[config.mk]
export PLATFORM = sky130hd
export DESIGN_NAME = fifo_wr_arbiter
export DESIGN_NICKNAME = d
export VERILOG_FILES = /design/src/rtl/fifo_wr_arbiter.sv
export SDC_FILE = /design/constraint.sdc
export NUM_CORES = 1
export LEC_CHECK = 0
export ABC_AREA = 0
export CAP_MARGIN = 25
export CORE_MARGIN = 1.5
export CORE_UTILIZATION = 46
export CTS_BUF_LIST = sky130_fd_sc_hd__clkbuf_16
export DETAILED_ROUTE_END_ITERATION = 8
export PLACE_DENSITY = 0.8
export SLEW_MARGIN = 30
export SYNTH_ARGS = -nofsm -noshare
export SYNTH_HDL_FRONTEND = slang
export SYNTH_SLANG_ARGS = --single-unit
[constraint.sdc]
create_clock -name wclk -period 2.9 [get_ports wclk]
set_input_delay 0.58 -clock wclk [delete_from_list [all_inputs] [get_ports wclk]]
set_output_delay 0.58 -clock wclk [all_outputs]
set_load 0.02 [all_outputs]
[src/rtl/fifo_wr_arbiter.sv]
// Packet-atomic round-robin arbiter sharing one async-FIFO write port among NREQ sources.
// Holds the grant until the owner's last beat is written; counts packets and flags oversize aborts.
module fifo_wr_arbiter #(
  parameter int unsigned NREQ   = 4,
  parameter int unsigned DSIZE  = 8,
  parameter int unsigned MAXLEN = 1518,
  parameter int unsigned CNTW   = 16
) (
  input  logic                  wclk,
  input  logic                  wrst,
  input  logic [NREQ-1:0]       req_valid,
  input  logic [NREQ-1:0]       req_last,
  input  logic [NREQ*DSIZE-1:0] req_data,
  output logic [NREQ-1:0]       req_ready,
  input  logic                  wfull,
  output logic                  wincr,
  output logic [DSIZE-1:0]      wdata,
  output logic                  wlast,
  output logic [NREQ-1:0]       grant,
  output logic                  busy,
  output logic [CNTW-1:0]       pkt_count,
  output logic                  oversize
);

  localparam int unsigned PTRW = (NREQ > 1) ? $clog2(NREQ) : 1;
  localparam int unsigned BCW  = $clog2(MAXLEN + 1);

  typedef enum logic {
    IDLE = 1'b0,
    XFER = 1'b1
  } state_e;

  state_e            state_q,     state_d;
  logic [NREQ-1:0]   grant_q,     grant_d;
  logic [PTRW-1:0]   owner_q,     owner_d;
  logic [PTRW-1:0]   rr_ptr_q,    rr_ptr_d;
  logic [BCW-1:0]    beat_cnt_q,  beat_cnt_d;
  logic [CNTW-1:0]   pkt_count_q, pkt_count_d;
  logic              oversize_q,  oversize_d;

  logic              own_valid;
  logic              own_last;
  logic [DSIZE-1:0]  own_data;
  logic              accept;
  logic              max_hit;
  logic [BCW-1:0]    beat_inc;
  logic              found;
  logic [PTRW-1:0]   cand;

  // Select the current owner's beat; reset low suppresses any write in the cycle it is sampled.
  always_comb begin
    own_valid = 1'b0;
    own_last  = 1'b0;
    own_data  = '0;
    for (int i = 0; i < NREQ; i++) begin
      if (owner_q == PTRW'(i)) begin
        own_valid = req_valid[i];
        own_last  = req_last[i];
        own_data  = DSIZE'(req_data >> (i * DSIZE));
      end
    end
    accept    = (state_q == XFER) && own_valid && !wfull && wrst;
    beat_inc  = beat_cnt_q + BCW'(1);
    max_hit   = (beat_inc == BCW'(MAXLEN));
    req_ready = '0;
    if ((state_q == XFER) && !wfull && wrst) begin
      req_ready = grant_q;
    end
    wincr = accept;
    wdata = accept ? own_data : '0;
    wlast = accept && (own_last || max_hit);
  end

  // Next-state: round-robin pick in IDLE, beat accounting and packet close in XFER.
  always_comb begin
    state_d     = state_q;
    grant_d     = grant_q;
    owner_d     = owner_q;
    rr_ptr_d    = rr_ptr_q;
    beat_cnt_d  = beat_cnt_q;
    pkt_count_d = pkt_count_q;
    oversize_d  = oversize_q;
    found       = 1'b0;
    cand        = '0;
    case (state_q)
      IDLE: begin
        for (int k = 1; k <= NREQ; k++) begin
          cand = PTRW'((32'(rr_ptr_q) + 32'(k)) % NREQ);
          if (!found && req_valid[cand]) begin
            found      = 1'b1;
            owner_d    = cand;
            grant_d    = NREQ'(1) << cand;
            beat_cnt_d = '0;
            state_d    = XFER;
          end
        end
      end
      XFER: begin
        if (accept) begin
          beat_cnt_d = beat_inc;
          if (own_last) begin
            state_d     = IDLE;
            grant_d     = '0;
            rr_ptr_d    = owner_q;
            beat_cnt_d  = '0;
            pkt_count_d = (&pkt_count_q) ? pkt_count_q : pkt_count_q + CNTW'(1);
          end else if (max_hit) begin
            state_d    = IDLE;
            grant_d    = '0;
            rr_ptr_d   = owner_q;
            beat_cnt_d = '0;
            oversize_d = 1'b1;
          end
        end
      end
      default: state_d = IDLE;
    endcase
  end

  always_ff @(posedge wclk) begin
    if (!wrst) begin
      state_q     <= IDLE;
      grant_q     <= '0;
      owner_q     <= '0;
      rr_ptr_q    <= PTRW'(NREQ - 1);
      beat_cnt_q  <= '0;
      pkt_count_q <= '0;
      oversize_q  <= 1'b0;
    end else begin
      state_q     <= state_d;
      grant_q     <= grant_d;
      owner_q     <= owner_d;
      rr_ptr_q    <= rr_ptr_d;
      beat_cnt_q  <= beat_cnt_d;
      pkt_count_q <= pkt_count_d;
      oversize_q  <= oversize_d;
    end
  end

  assign grant     = grant_q;
  assign busy      = (state_q == XFER);
  assign pkt_count = pkt_count_q;
  assign oversize  = oversize_q;

endmodule

# Word level (Yosys, flattened, before mapping)
# Index checks and enable logic that the tools add are counted.
# W data, S select, Z words.
# op_classes
n_addsub	6
mul	0
div_mod_pow	0
n_lt_le_gt_ge	4
eq_ne	7
shifts	4
n_mux	57
bitwise_logic	3
n_reduce_logical	24
# ops
op	count
$mux W11	7
$mux W8	5
$mux W4	8
$mux W1	24
$pmux W11 S2	1
$add A16 B1 Y16 const B	1
$reduce_and A16 Y1	1
$shl A1 B2 Y4 const A	4
$lt A2 B3 Y1 const B	4
$mux W2	6
$add A11 B1 Y11 const B	1
$eq A11 B11 Y1 const B	1
$logic_and A1 B1 Y1	9
$bmux W1 S2	4
$pmux W4 S2	1
$reduce_and A4 Y1	2
$reduce_and A3 Y1	2
$ne A5 B5 Y1 const B	1
$add A2 B1 Y2 const B	2
$add A2 B2 Y2 const B	2
$eq A2 B2 Y1 const B	2
$logic_not A1 Y1	4
$reduce_and A2 Y1	2
$reduce_bool A4 Y1	1
other kinds (8)	10
# word_totals
regBits	37
latchBits	0
ram_bits	0
rom_bits	0
word_cells	112
memories	0

# Logic depth before layout (Yosys ltp)
# depth
depth_word	17
depth_mapped	9

# Worst setup path after synthesis
# No wires, ideal clock.
# synth_timing
path_kind	reg2out
startpoint	register beat_cnt_q[0]
endpoint	output port wlast
t_arrival_ns	1.689
setup_slack_ns	0.631
stages_incl_launch_ff	8
cell_sequence	dfxtp_1 ha_1 and3_1 clkbuf_1 a32oi_1 o22ai_1 a41o_1 and2_4
# synth_via
elab_chain_len	4
# synth_rtl
item	line_no	source
start: declaration	37	logic [BCW-1:0] beat_cnt_q, beat_cnt_d;
start signal: assignment	134	beat_cnt_q <= beat_cnt_d;
$add A11 B1 Y11	63	beat_inc = beat_cnt_q + BCW'(1);
$eq A11 B11 Y1	64	max_hit = (beat_inc == BCW'(MAXLEN));
$logic_or A1 B1 Y1	71	wlast = accept && (own_last || max_hit);
$logic_and A1 B1 Y1	71	
end: declaration	18	output logic wlast,
# No other way between the ends.

# Worst setup path in the final report
# layout_timing
startpoint	input port req_valid[1]
endpoint	output port wincr
# layout_via
elab_chain_len	6
# layout_rtl
item	line_no	source
start: declaration	11	input logic [NREQ-1:0] req_valid,
$mux W1 (3 in a row)	56	if (owner_q == PTRW'(i)) begin
$logic_and A1 B1 Y1 (3 in a row)	62	accept = (state_q == XFER) && own_valid && !wfull && wrst;
end: declaration	16	output logic wincr,
# No other way between the ends.

==> results by stage <==
Status:
- The run finished with clean final reports.

Synthesis:
- The most instantiated library cell after synthesis is dfxtp_1.
- The commonest cells after synthesis are dfxtp_1, nor2_1, nand2_1.
- The cell type contributing the most total cell area after synthesis is dfxtp_1.
- Synthesis produced 285 cells.
- Synthesis inferred 37 register bits.
- In this run the mean area of a mapped cell was 8.33 um^2.
- The number of synthesized flops with an enable pin is 0.
- For this run, asynchronously set or reset flops after synthesis account for 0.
- The number of nets handed over by synthesis was 331.
- The yosys synthesis warning count is 0.
- Sorting the synthesized cells by area gives the leading types as dfxtp_1, mux4_2, nor2_1.
- The post-synthesis instance area is 2370 um^2.
- The share of the Yosys chip area taken by registers is 0.312.
- The number of distinct standard cells referenced by the synthesized netlist is 52.
- The area share of the largest cell type after synthesis is 0.312.
- In the synthesized netlist the dominant register cell turns out to be dfxtp_1.

Worst setup path:
- The endpoint of the worst register-to-register path is pkt_count[11].
- The setup check on the worst reg-to-reg path leaves a slack of 0.54 ns.
- The worst setup path is launched from an input pin.
- The startpoint of the worst setup timing path is req_valid[1].
- The critical path is of the in -> out type.
- The endpoint required time on the critical path is 2.32 ns.
- The sort of element at the end of the critical path is a primary output.
- The worst reg2reg path startpoint is owner_q[0].
- The maximum net fanout on the critical path is 4.
- The worst register-to-register path has a depth of 7.
- The critical path arrival is 2.24 ns.

CTS:
- The total number of H-tree levels is 2.
- Clock-pin slew was measured on the worst setup and hold paths at 0.05 ns.
- In this run, CTS created clock tree buffers numbering 5.
- The root buffer cell chosen for the clock tree is clkbuf_16.
- The longest clock path from root to sink contains 2 buffers.
- Counting every sink on the clock net gives 37.
- Post-CTS timing repair inserted 0 buffers for setup.
- The clock reaches the later pin of the worst-skew pair after 0.28 ns.
- The CTS tree is done.

Final layout:
- The final core utilization is 0.729.
- The count of inserted antenna diode cells is 0.
- The final layout contains 426 nets.
- Summing all non-filler instances in the final layout gives an area of 3530 um^2.
- The number of standard cells in the layout, taps in and fillers out is 448.
- Of the cells placed in the final design, the portion with a size suffix greater than 1 is 0.142.
- The area added between synthesis and finish is 48.7%.

STA:
- The number of hold-slack violations in the final timing report is 0.
- Setup repair after global routing left no endpoint under its margin.
- The setup total negative slack is 0 ns.
- The final cycle utilization of the critical path is 0.971.
- For the final database, setup skew stands at 0.00574 ns.
- Setup violations remaining at the end of the flow were counted as 0.
- The max-slew violation count is 0.
- The shortest clock period the worst path allows after layout is 2.82 ns.
- The hold slack is 0.501 ns.
- Measured against its own limit, the worst slew margin works out to 0.726.
- Timing would allow up to 355 MHz.
- The worst-margin pin slew is 0.410 ns.

Min path:
- The destination of the worst hold path is oversize.
- Along the worst hold path, the cell count comes to 1.
- The tightest min-delay check is of the reg -> reg type.
- The worst hold path begins at oversize.

Routing:
- The first-pass detailed-route iteration total is 4.
- The final layout contains routed wiring with a total length of 6.58 mm.
- For this block, the initial DRC count from the detailed router was 169.
- Using the TritonRoute via totals, the vias-per-cell ratio works out to 5.69.
- In the final routed layout, each cell accounts on average for 14.7 um.
- The detail route stage leaves a number of antenna-violating nets equal to 0.
- After detailed routing, the number of remaining DRC violations is 0.
- The detailed-route via count is 2550.

Floorplanning:
- For this configuration, the core starts out at a cell density of 0.490.
- The core outline area is 4850 um^2.
- The width of the die is 74.9 um.
- Pin placement for this block handled 79 I/O pins.
- After floorplanning, the core was divided into 25 placement rows.
- The height of the chip is 74.9 um.
- The floorplan step defined a die boundary enclosing 5600 um^2.

Place:
- Summing all placed instances gives a cell area of 3350 um^2.
- The number of placed cells counting well taps is 440.
- The number of port buffers is 78.
- At the end of routability-driven placement, the weighted congestion stood at 0.830.
- The HPWL after detailed placement is 5.13 mm.

GRT:
- The final global-route overflow total is 0.
- The number of antenna violations at the first check in global routing is 0.
- Entering global routing, the biggest net connects 21 pins.
- The via count of the first global-routing pass is 2451.
- The global-route wire length before repair is 10.7 mm.
- The global-route usage over all layers is 0.248.

Job:
- Across the run, the number of max-cap violations was 0.

Power:
- In this run the power density over the cells is 417 nW/um^2.
- The worst ir drop on vdd is 0.211 mV.
- The static leakage is 1.34 nW.
[power by group]
group | internal [W] | switching [W] | leakage (nW)
Combinational | 0.000132 | 0.000102 | 0.947
Sequential | 0.000517 | 0.0000113 | 0.299
Clock | 0.000495 | 0.000215 | 0.0944
Total | 0.00114 | 0.000329 | 1.34
[through the flow]
step / power [W] / worst slack, ns
after floorplan: 0.000650 / 0.631
after global placement: 0.000771 / -0.0778
after detailed placement: 0.000775 / -0.118
after CTS: 0.00148 / 0.0534
after global routing: 0.00152 / 0.0463
final: 0.00147 / 0.0840
[layout make-up]
type	instances	area, um^2
multi-input cells	219	1510
clock inverters	3	68.8
well taps	67	83.8
clock buffers	5	125
flip-flops and latches	37	741
inverters	14	52.6
fillers	361	1320
repair buffers	103	953
[cells in the final DEF (no fill, tap or decap), drive strengths merged, types with 3 or more instances in the layout]
master / n
nor3: 5
xor2: 5
or4: 4
mux4: 10
nand3: 20
and3: 13
buf: 25
o21ai: 14
o31ai: 4
a211oi: 3
nand2b: 3
nand4: 11
a21oi: 17
clkdlybuf4s50: 69
a41oi: 3
dlygate4sd2: 8
ha: 3
nor2: 27
dfxtp: 37
clkbuf: 6
o211ai: 5
nand2: 19
or3: 5
inv: 15
nor2b: 5
and2: 10
o22ai: 4
xnor2: 9
[worst max path at each step]
stage	to	slack, ns	cells past startpoint
finish	wincr	0.08	5
global route	wincr	0.05	5
CTS	wlast	0.05	6
detailed placement	wlast	-0.12	5
global placement	wlast	-0.08	5
floorplan	wlast	0.63	7
[worst max-delay path, stage by stage]
cell	delay, ns
clkdlybuf4s50_1	0.44
mux4_2	0.50
nand2_1	0.12
inv_2	0.06
clkdlybuf4s50_1	0.55
[flip-flops by register name, indices dropped and copies added (netlist names)]
signal	flops
beat_cnt_q	11
owner_q	2
oversize	1
rr_ptr_q	2
pkt_count	16
grant	4
busy	1
[kinds of logic (layout without fill, tap and decap cells)]
logic type      Yosys count  in the layout  synth area share
simple gates            128            128             0.297
mux                      11             11            0.0991
flops                    37             37             0.312
xor+xnor                 14             14            0.0516
compound gates           63             63             0.171
buf+inv                  29            125            0.0532
fa+ha+maj                 3              3            0.0158
[timing repair]
item | in CTS | in global routing
setup endpoints to repair | 9 | 1
gates cloned | 0 | 0
resized for setup | 9 | 2
hold buffers | 0 | 0
[routing by layer]
layer / global-route usage / wire length [um]
met1: 0.304 / 2720
met4: 0.0747 / 88
met3: 0.0562 / 455
met2: 0.434 / 3310
met5: 0 / 0
No activity file was read; power rests on OpenSTA's default activity.
